--- config.mk ---
export PLATFORM = sky130hd
export DESIGN_NAME = memory_arbiter
export DESIGN_NICKNAME = d
export VERILOG_FILES = /design/src/rtl/memory_arb_pkg.sv /design/src/rtl/rr_arbiter.sv /design/src/rtl/memory_arbiter.sv
export SDC_FILE = /design/constraint.sdc
export NUM_CORES = 1
export LEC_CHECK = 0
export ABC_AREA = 1
export CAP_MARGIN = 5
export CORE_MARGIN = 4
export CORE_UTILIZATION = 39
export CTS_CLUSTER_SIZE = 28
export DETAILED_ROUTE_END_ITERATION = 12
export PLACE_DENSITY = 0.81
export SLEW_MARGIN = 30
export SYNTH_ARGS = -nofsm -noshare
export SYNTH_HDL_FRONTEND = slang
export SYNTH_SLANG_ARGS = --single-unit
--- constraint.sdc ---
create_clock -name clk -period 3.3 [get_ports clk]
set_clock_uncertainty 0.15 [all_clocks]
set_input_delay 0.66 -clock clk [delete_from_list [all_inputs] [get_ports clk]]
set_output_delay 0.66 -clock clk [all_outputs]
set_load 0.01 [all_outputs]
--- src/rtl/memory_arb_pkg.sv ---
// Shared types and defaults for memory_arbiter and its round-robin picker.
package memory_arb_pkg;

    typedef enum logic [1:0] {
        StIdle,
        StIssue,
        StWait,
        StResp
    } arb_state_e;

    localparam int unsigned DefAddrWidth = 8;
    localparam int unsigned DefDataWidth = 31;

    typedef struct packed {
        logic                    wr;
        logic [DefAddrWidth-1:0] addr;
        logic [DefDataWidth-1:0] wdata;
    } mem_req_t;

    // Index width for an n-entry one-hot; never narrower than one bit.
    function automatic int unsigned idx_width(input int unsigned n);
        return (n > 1) ? $clog2(n) : 1;
    endfunction

endpackage

--- src/rtl/rr_arbiter.sv ---
// Combinational round-robin picker: searches upward from ptr_i+1 with wrap.
module rr_arbiter
    import memory_arb_pkg::*;
#(
    parameter int unsigned NUM_REQ = 2,
    localparam int unsigned IdxW = idx_width(NUM_REQ)
) (
    input  logic [NUM_REQ-1:0] req_i,
    input  logic [IdxW-1:0]    ptr_i,
    output logic [NUM_REQ-1:0] gnt_o,
    output logic [IdxW-1:0]    idx_o
);

    logic            found;
    logic [IdxW-1:0] cand;

    always_comb begin
        gnt_o = '0;
        idx_o = '0;
        found = 1'b0;
        cand  = '0;
        // Offset 1..NUM_REQ so the last winner is considered last.
        for (int unsigned i = 1; i <= NUM_REQ; i++) begin
            cand = IdxW'((32'(ptr_i) + i) % NUM_REQ);
            if (!found && req_i[cand]) begin
                found       = 1'b1;
                gnt_o[cand] = 1'b1;
                idx_o       = cand;
            end
        end
    end

endmodule

--- src/rtl/memory_arbiter.sv ---
// Round-robin sharer of one single-port memory slave, one transaction in flight.
// Optional response watchdog enabled by defining MEM_ARB_TIMEOUT_EN.
module memory_arbiter
    import memory_arb_pkg::*;
#(
    parameter int unsigned ADDR_WIDTH = DefAddrWidth,
    parameter int unsigned DATA_WIDTH = DefDataWidth,
    parameter int unsigned NUM_REQ    = 2,
    parameter int unsigned TIMEOUT    = 64
) (
    input  logic                          clk,
    input  logic                          reset,
    input  logic [NUM_REQ-1:0]            req_valid,
    input  logic [NUM_REQ-1:0]            req_wr,
    input  logic [NUM_REQ*ADDR_WIDTH-1:0] req_addr,
    input  logic [NUM_REQ*DATA_WIDTH-1:0] req_wdata,
    output logic [NUM_REQ-1:0]            req_ready,
    output logic [NUM_REQ-1:0]            rsp_valid,
    output logic [DATA_WIDTH-1:0]         rsp_rdata,
    output logic                          rsp_err,
    output logic                          mem_req,
    output logic                          wr,
    output logic [ADDR_WIDTH-1:0]         addr,
    output logic [DATA_WIDTH-1:0]         wdata,
    input  logic [DATA_WIDTH-1:0]         rdata,
    input  logic                          slv_rsp,
    output logic                          busy
);

    localparam int unsigned IdxW = idx_width(NUM_REQ);

    typedef struct packed {
        logic                  wr;
        logic [ADDR_WIDTH-1:0] addr;
        logic [DATA_WIDTH-1:0] wdata;
    } lat_req_t;

    arb_state_e           state_q, state_d;
    logic [IdxW-1:0]      ptr_q, ptr_d;
    logic [NUM_REQ-1:0]   owner_q, owner_d;
    lat_req_t             req_q, req_d;
    lat_req_t             sel_req;
    logic                 mem_req_q, mem_req_d;
    logic [NUM_REQ-1:0]   rsp_valid_q, rsp_valid_d;
    logic [DATA_WIDTH-1:0] rsp_rdata_q, rsp_rdata_d;
    logic                 busy_q, busy_d;
    logic [NUM_REQ-1:0]   gnt;
    logic [IdxW-1:0]      gnt_idx;

`ifdef MEM_ARB_TIMEOUT_EN
    localparam int unsigned CntW = $clog2(TIMEOUT + 1);
    logic [CntW-1:0] cnt_q, cnt_d;
    logic            rsp_err_q, rsp_err_d;
    assign rsp_err = rsp_err_q;
`else
    logic unused_timeout;
    assign unused_timeout = (TIMEOUT != 0);
    assign rsp_err        = 1'b0;
`endif

    rr_arbiter #(
        .NUM_REQ (NUM_REQ)
    ) u_rr_arbiter (
        .req_i (req_valid),
        .ptr_i (ptr_q),
        .gnt_o (gnt),
        .idx_o (gnt_idx)
    );

    always_comb begin
        sel_req = '0;
        for (int unsigned i = 0; i < NUM_REQ; i++) begin
            if (gnt[i]) begin
                sel_req.wr    = req_wr[i];
                sel_req.addr  = req_addr[i*ADDR_WIDTH +: ADDR_WIDTH];
                sel_req.wdata = req_wdata[i*DATA_WIDTH +: DATA_WIDTH];
            end
        end
    end

    always_comb begin
        state_d     = state_q;
        ptr_d       = ptr_q;
        owner_d     = owner_q;
        req_d       = req_q;
        mem_req_d   = 1'b0;
        rsp_valid_d = '0;
        rsp_rdata_d = rsp_rdata_q;
`ifdef MEM_ARB_TIMEOUT_EN
        cnt_d       = cnt_q;
        rsp_err_d   = 1'b0;
`endif
        unique case (state_q)
            StIdle: begin
                if (|req_valid) begin
                    state_d   = StIssue;
                    ptr_d     = gnt_idx;
                    owner_d   = gnt;
                    req_d     = sel_req;
                    mem_req_d = 1'b1;
                end
            end
            StIssue: begin
                state_d = StWait;
`ifdef MEM_ARB_TIMEOUT_EN
                cnt_d   = '0;
`endif
            end
            StWait: begin
                // wr drops on leaving WAIT; addr/wdata are left as they were.
                if (slv_rsp) begin
                    state_d     = StResp;
                    rsp_valid_d = owner_q;
                    rsp_rdata_d = rdata;
                    req_d.wr    = 1'b0;
                end
`ifdef MEM_ARB_TIMEOUT_EN
                else if (cnt_q == CntW'(TIMEOUT)) begin
                    state_d     = StResp;
                    rsp_valid_d = owner_q;
                    rsp_rdata_d = '0;
                    rsp_err_d   = 1'b1;
                    req_d.wr    = 1'b0;
                end else begin
                    cnt_d = cnt_q + 1'b1;
                end
`endif
            end
            StResp: state_d = StIdle;
            default: state_d = StIdle;
        endcase
        busy_d = (state_d != StIdle);
    end

    always_ff @(posedge clk or posedge reset) begin
        if (reset) begin
            state_q     <= StIdle;
            ptr_q       <= IdxW'(NUM_REQ - 1);
            owner_q     <= '0;
            req_q       <= '0;
            mem_req_q   <= 1'b0;
            rsp_valid_q <= '0;
            rsp_rdata_q <= '0;
            busy_q      <= 1'b0;
`ifdef MEM_ARB_TIMEOUT_EN
            cnt_q       <= '0;
            rsp_err_q   <= 1'b0;
`endif
        end else begin
            state_q     <= state_d;
            ptr_q       <= ptr_d;
            owner_q     <= owner_d;
            req_q       <= req_d;
            mem_req_q   <= mem_req_d;
            rsp_valid_q <= rsp_valid_d;
            rsp_rdata_q <= rsp_rdata_d;
            busy_q      <= busy_d;
`ifdef MEM_ARB_TIMEOUT_EN
            cnt_q       <= cnt_d;
            rsp_err_q   <= rsp_err_d;
`endif
        end
    end

    // Grant is combinational in IDLE and suppressed while reset is held.
    assign req_ready = (state_q == StIdle && !reset) ? gnt : '0;
    assign rsp_valid = rsp_valid_q;
    assign rsp_rdata = rsp_rdata_q;
    assign mem_req   = mem_req_q;
    assign wr        = req_q.wr;
    assign addr      = req_q.addr;
    assign wdata     = req_q.wdata;
    assign busy      = busy_q;

endmodule

### Word level (Yosys, flattened, before mapping)

Cells that the tools add are included.
W data, S select, Z words.

| storage, ports and cells | value |
|---|---|
| register bits | 80 |
| input bits | 116 |
| output and inout port bits | 78 |
| word-level logic and storage cells | 61 |

| cells by class | value |
|---|---|
| add/subtract/negate cells | 2 |
| order comparisons | 4 |
| eq/ne operators | 5 |
| mux-type cells | 26 |
| bitwise logic cells | 1 |
| reductions and logical operators | 13 |

Operator list:

| operator | number |
|---|---|
| $mux W40 | 3 |
| $mux W2 | 7 |
| $mux W1 | 12 |
| $pmux W2 S4 | 1 |
| $eq A2 B2 Y1 const B | 2 |
| $logic_and A1 B1 Y1 | 4 |
| $lt A1 B2 Y1 const B | 2 |
| $ne A2 B2 Y1 const B | 2 |
| $reduce_and A2 Y1 | 2 |
| $reduce_bool A2 Y1 | 2 |
| $reduce_and A3 Y1 | 1 |
| $add A1 B1 Y1 const B | 2 |
| $demux W1 S1 | 2 |
| $eq A2 B1 Y1 const B | 1 |
| $ge A1 B1 Y1 const B | 2 |
| $logic_not A1 Y1 | 2 |
| $logic_not A2 Y1 | 1 |
| $or A2 B2 Y2 | 1 |
| $pmux W1 S2 | 1 |
| $reduce_or A2 Y1 | 1 |

### Logic depth before layout (Yosys ltp)

| depth | value |
|---|---|
| depth in word-level cells | 12 |
| mapped depth | 10 |
| mapped depth without buffers | 9 |

### Hierarchy

From an unflattened synthesis, not the netlist that was laid out.

| second synthesis, totals | value |
|---|---|
| cells, all modules | 494 |
| area total of the unflattened synthesis | 3736.1 um2 |

By module, submodules not included:

| module | times used | cells each | area each (um2) |
|---|---|---|---|
| memory_arbiter | 1 | 488 | 3711.1 |
| rr_arbiter | 1 | 6 | 25.0 |

### Worst setup path after synthesis

Ideal clock, no wire load.

| timing path | value |
|---|---|
| kind | flip-flop to output port |
| from | register state_q[0] |
| to | output port req_ready[0] |
| arrival | 1296 ps |
| data required time | 2490 ps |
| path slack | 1194 ps |
| cell stages (with the launch flop) | 7 |
| buffers on the path | 2 |
| cell sequence | dfrtp_1 inv_1 ha_1 buf_2 clkbuf_1 nand2_1 nor2_1 |

| on the way | value |
|---|---|
| word-level cells in the longest chain between the ends | 3 |

RTL lines:

| item | RTL line | source |
|---|---|---|
| start: declaration | memory_arbiter.sv:38 | `arb_state_e state_q, state_d;` |
| start signal: assignment | memory_arbiter.sv:137 | `state_q <= StIdle;` |
| start signal: assignment | memory_arbiter.sv:150 | `state_q <= state_d;` |
| $logic_not A2 Y1 | memory_arbiter.sv:166 | `assign req_ready = (state_q == StIdle && !reset) ? gnt : '0;` |
| $logic_and A1 B1 Y1 | memory_arbiter.sv:166 |  |
| $mux W2 | memory_arbiter.sv:166 |  |
| end: declaration | memory_arbiter.sv:17 | `output logic [NUM_REQ-1:0] req_ready,` |

Every way passes these cells.

### Final worst setup path

| timing path | value |
|---|---|
| from | input port req_valid[1] |
| to | output port req_ready[1] |

| on the way | value |
|---|---|
| word-level cells in the longest chain between the ends | 7 |
| elaborated cells between the ends (all ways) | 11 |
| classes of those cells | mux (8); bitwise (1); reduce/logical (2) |

RTL lines:

| item | RTL line | source |
|---|---|---|
| start: declaration | memory_arbiter.sv:13 | `input logic [NUM_REQ-1:0] req_valid,` |
| $mux W1 (not written as such) (2 in a row) | rr_arbiter.sv:25 | `if (!found && req_i[cand]) begin` |
| $mux W1 | rr_arbiter.sv:25 |  |
| $logic_not A1 Y1 | rr_arbiter.sv:25 |  |
| $logic_and A1 B1 Y1 | rr_arbiter.sv:25 |  |
| $mux W2 (*) | rr_arbiter.sv:25 |  |
| $mux W2 (*) | memory_arbiter.sv:166 |  |

Every way passes the cells marked *; elsewhere a longest branch is shown, timed or not. The select of a mux whose other input is x is not followed.

==> flow_metrics.tcl <==
set metrics [dict create \
    grt_max_degree 45 \
    avgSynthCellArea_um2 8.758 \
    drt-total-wl_mm 10.95 \
    cts_buffers 9 \
    grt_pass1_vias 3550 \
    synthTopCellsByCount "nand2_1 (137), nand3_1 (109), dfrtp_1 (79)" \
    post_cts_resized 0 \
    syn_nets 525 \
    drc 0 \
    synthFlopType "dfrtp_1" \
    die_h_um 103.5 \
    p_switching_mw 1.818 \
    yosysTopAreaCellShare 0.5559 \
    root_buffer "clkbuf_8" \
    rows 34 \
    yosysMostFrequentCell "nand2_1" \
    cts_setup_buffers 0 \
    criticalPathCategory "in2out" \
    ys_types 26 \
    core-area_mm2 0.008806 \
    tns_ns 0 \
    synthCells 406 \
    grt_setup_unrepaired "no" \
    hold_path.class "reg2reg" \
    gr-usage-all-layers 0.2039 \
    yosysSeqAreaShare 0.5633 \
    internal-power_mw 2.995 \
    path_max_fanout 4 \
    p_leak_nw 2.660 \
    ir_worst_vdd_v 0.0004086 \
    ys_ff_latch 80 \
    dr.pass1.iters 4 \
    grt_pass1_wl_mm 16.96 \
    start_util 0.4038 \
    antenna_left 0 \
    dr_total_vias 3492 \
    setup_viol 0 \
    combPwrFrac 0.502 \
    tightest_slew_ns 0.7449 \
    place_inst 686 \
    dieWidth_um 103.5 \
    start_kind "primary input" \
    drive_gt1_frac 0.08586 \
    n_antenna_cell 0 \
    dr.first_iter.drc_count 125 \
    min_period_ns 2.930 \
    post_drt_via_cell_ratio 4.974 \
    gp_congestion 0.7572 \
    synth.area.top_cells "dfrtp_1 (56%), nand3_1 (15%), nand2_1 (14%), nand3_2 (2.8%), buf_2 (1.8%)" \
    worstPathArrival_ns 2.12 \
    final_nets 708 \
    clkSinkCount 80 \
    syn-cell-area_mm2 0.003556 \
    status "completed" \
    path_clk_slew_ns 0.07 \
    die_area_mm2 0.01071 \
    p_seq_frac 0.350 \
    synth_top_cell_by_area "dfrtp_1" \
    worstSetupEndpointType "output pin" \
    crit_path_frequent_cell "clkdlybuf4s50_1" \
    min_period_over_period 0.8879 \
    maxSlewViolCount 0 \
    synth_edf_count 0 \
    cap_violations 0 \
    cts_tree "yes" \
    async_reset_ff_frac 1.000 \
    cp.required_ns 2.49 \
    port_buffers 192 \
    slew_headroom 0.5028 \
    ctsHoldBuffers 0 \
    power.density_mw_per_mm2 837.4 \
    power_mw 4.813 \
    synth_warnings 0 \
    critPathMaxStageDelay_ns 0.54 \
    hold_ws_ns 0.3293 \
    max_freq_ghz 0.3413 \
    path_cells "clkdlybuf4s50_1 > inv_1 > a21oi_4 > nand2_1 > nor2_1 > clkdlybuf4s50_1" \
    slowest_stage "clkdlybuf4s50_1" \
    dp_hpwl_mm 7.880 \
    htree_levels 3 \
    antenna_found_initial 0 \
    gr-total-overflow 0 \
    netSwitchingFraction 0.3777 \
    io_pins 194 \
    finalHoldViolations 0 \
    area_growth_pct 61.65 \
    wire_per_inst_um 15.60 \
    clock_latency_ns 0.34 \
    cts_buffer_depth 2 \
    fin_cells 702 \
    clockPowerShare 0.148 \
]
## final timing paths
check / startpoint / end / cells after the start / slack, ns
worst max register to register: state_q[0] / wdata[14] / 8 / 0.81
worst min register to register: rsp_rdata[10] / rsp_rdata[10] / 2 / 0.33
worst min-delay path: rsp_rdata[10] / rsp_rdata[10] / 2 / 0.33
worst max-delay path: req_valid[1] / req_ready[1] / 6 / 0.37
min in group asynchronous: reset / rsp_valid[0] / 2 / 0.64
max in group asynchronous: reset / wdata[19] / 3 / 1.72
## layout by cell type (no fill, tap or decap), types with 4 or more instances in the layout
cell type        synthesis  routed
nand3_2                 10      10
nand3_1                109     109
dfrtp_1                 79      79
nand2_2                 10      10
nor2_1                   4       4
buf_4                    1       7
inv_1                   12      11
clkdlybuf4s50_1          0     192
nand2_1                137     137
clkbuf_8                 0       9
## through the flow
stage / utilization / area [um2] / worst slack [ns]
after floorplan: - / 3556 / 0.4399
after global placement: 0.6306 / 5553 / 0.3615
after detailed placement: 0.6306 / 5553 / 0.3549
after CTS: 0.6527 / 5748 / 0.3543
after global routing: 0.6527 / 5748 / 0.2579
final: 0.6527 / 5748 / 0.3700
## layout make-up
| type | instances | area [um2] |
|---|---|---|
| Clock buffer | 10 | 127.6 |
| Tap cell | 108 | 135.1 |
| Sequential cell | 80 | 2003 |
| Inverter | 14 | 56.30 |
| Clock inverter | 6 | 67.56 |
| Multi-Input combinational cell | 284 | 1364 |
| Timing Repair Buffer | 200 | 1994 |
| Fill cell | 700 | 3058 |
## flip-flops by register name (all words and copies together), names as in the netlist
signal / count
busy: 1
mem_req: 1
ptr_q: 1
rsp_rdata: 31
owner_q: 2
wdata: 31
addr: 8
rsp_valid: 2
wr: 1
state_q: 2
## power by group through the flow
stage | registers (mW) | logic, mW | clock network, mW
floorplan | 1.88 | 0.992 | 0
global placement | 1.68 | 2.38 | 0
detailed placement | 1.69 | 2.45 | 0
CTS | 1.69 | 2.46 | 0.735
global route | 1.74 | 2.65 | 0.775
finish | 1.68 | 2.42 | 0.712
## cell families after synthesis
kind of cell	count (synthesis)	share of synthesized area
adders and majority gates	3	0.01056
other	1	0.001055
and+or+nand+nor	274	0.3589
DFF	80	0.5633
buffers and inverters	42	0.05594
AOI/OAI and AO/OA	6	0.01021
## worst max-delay path: cells and delay by family
family,cells,cell delay (ns)
buf+inv,3,1.16
simple gates,2,0.18
compound gates,1,0.12
## per-layer routing
layer | wire, um | global-route usage | vias up
met4 | 272 | 0.07470 | 0
met3 | 1173 | 0.07914 | 24
met5 | 0 | 0 | -
met2 | 5402 | 0.3456 | 166
met1 | 4105 | 0.2337 | 1617
li1 | - | - | 1685
No activity file was read; power rests on OpenSTA's default activity.
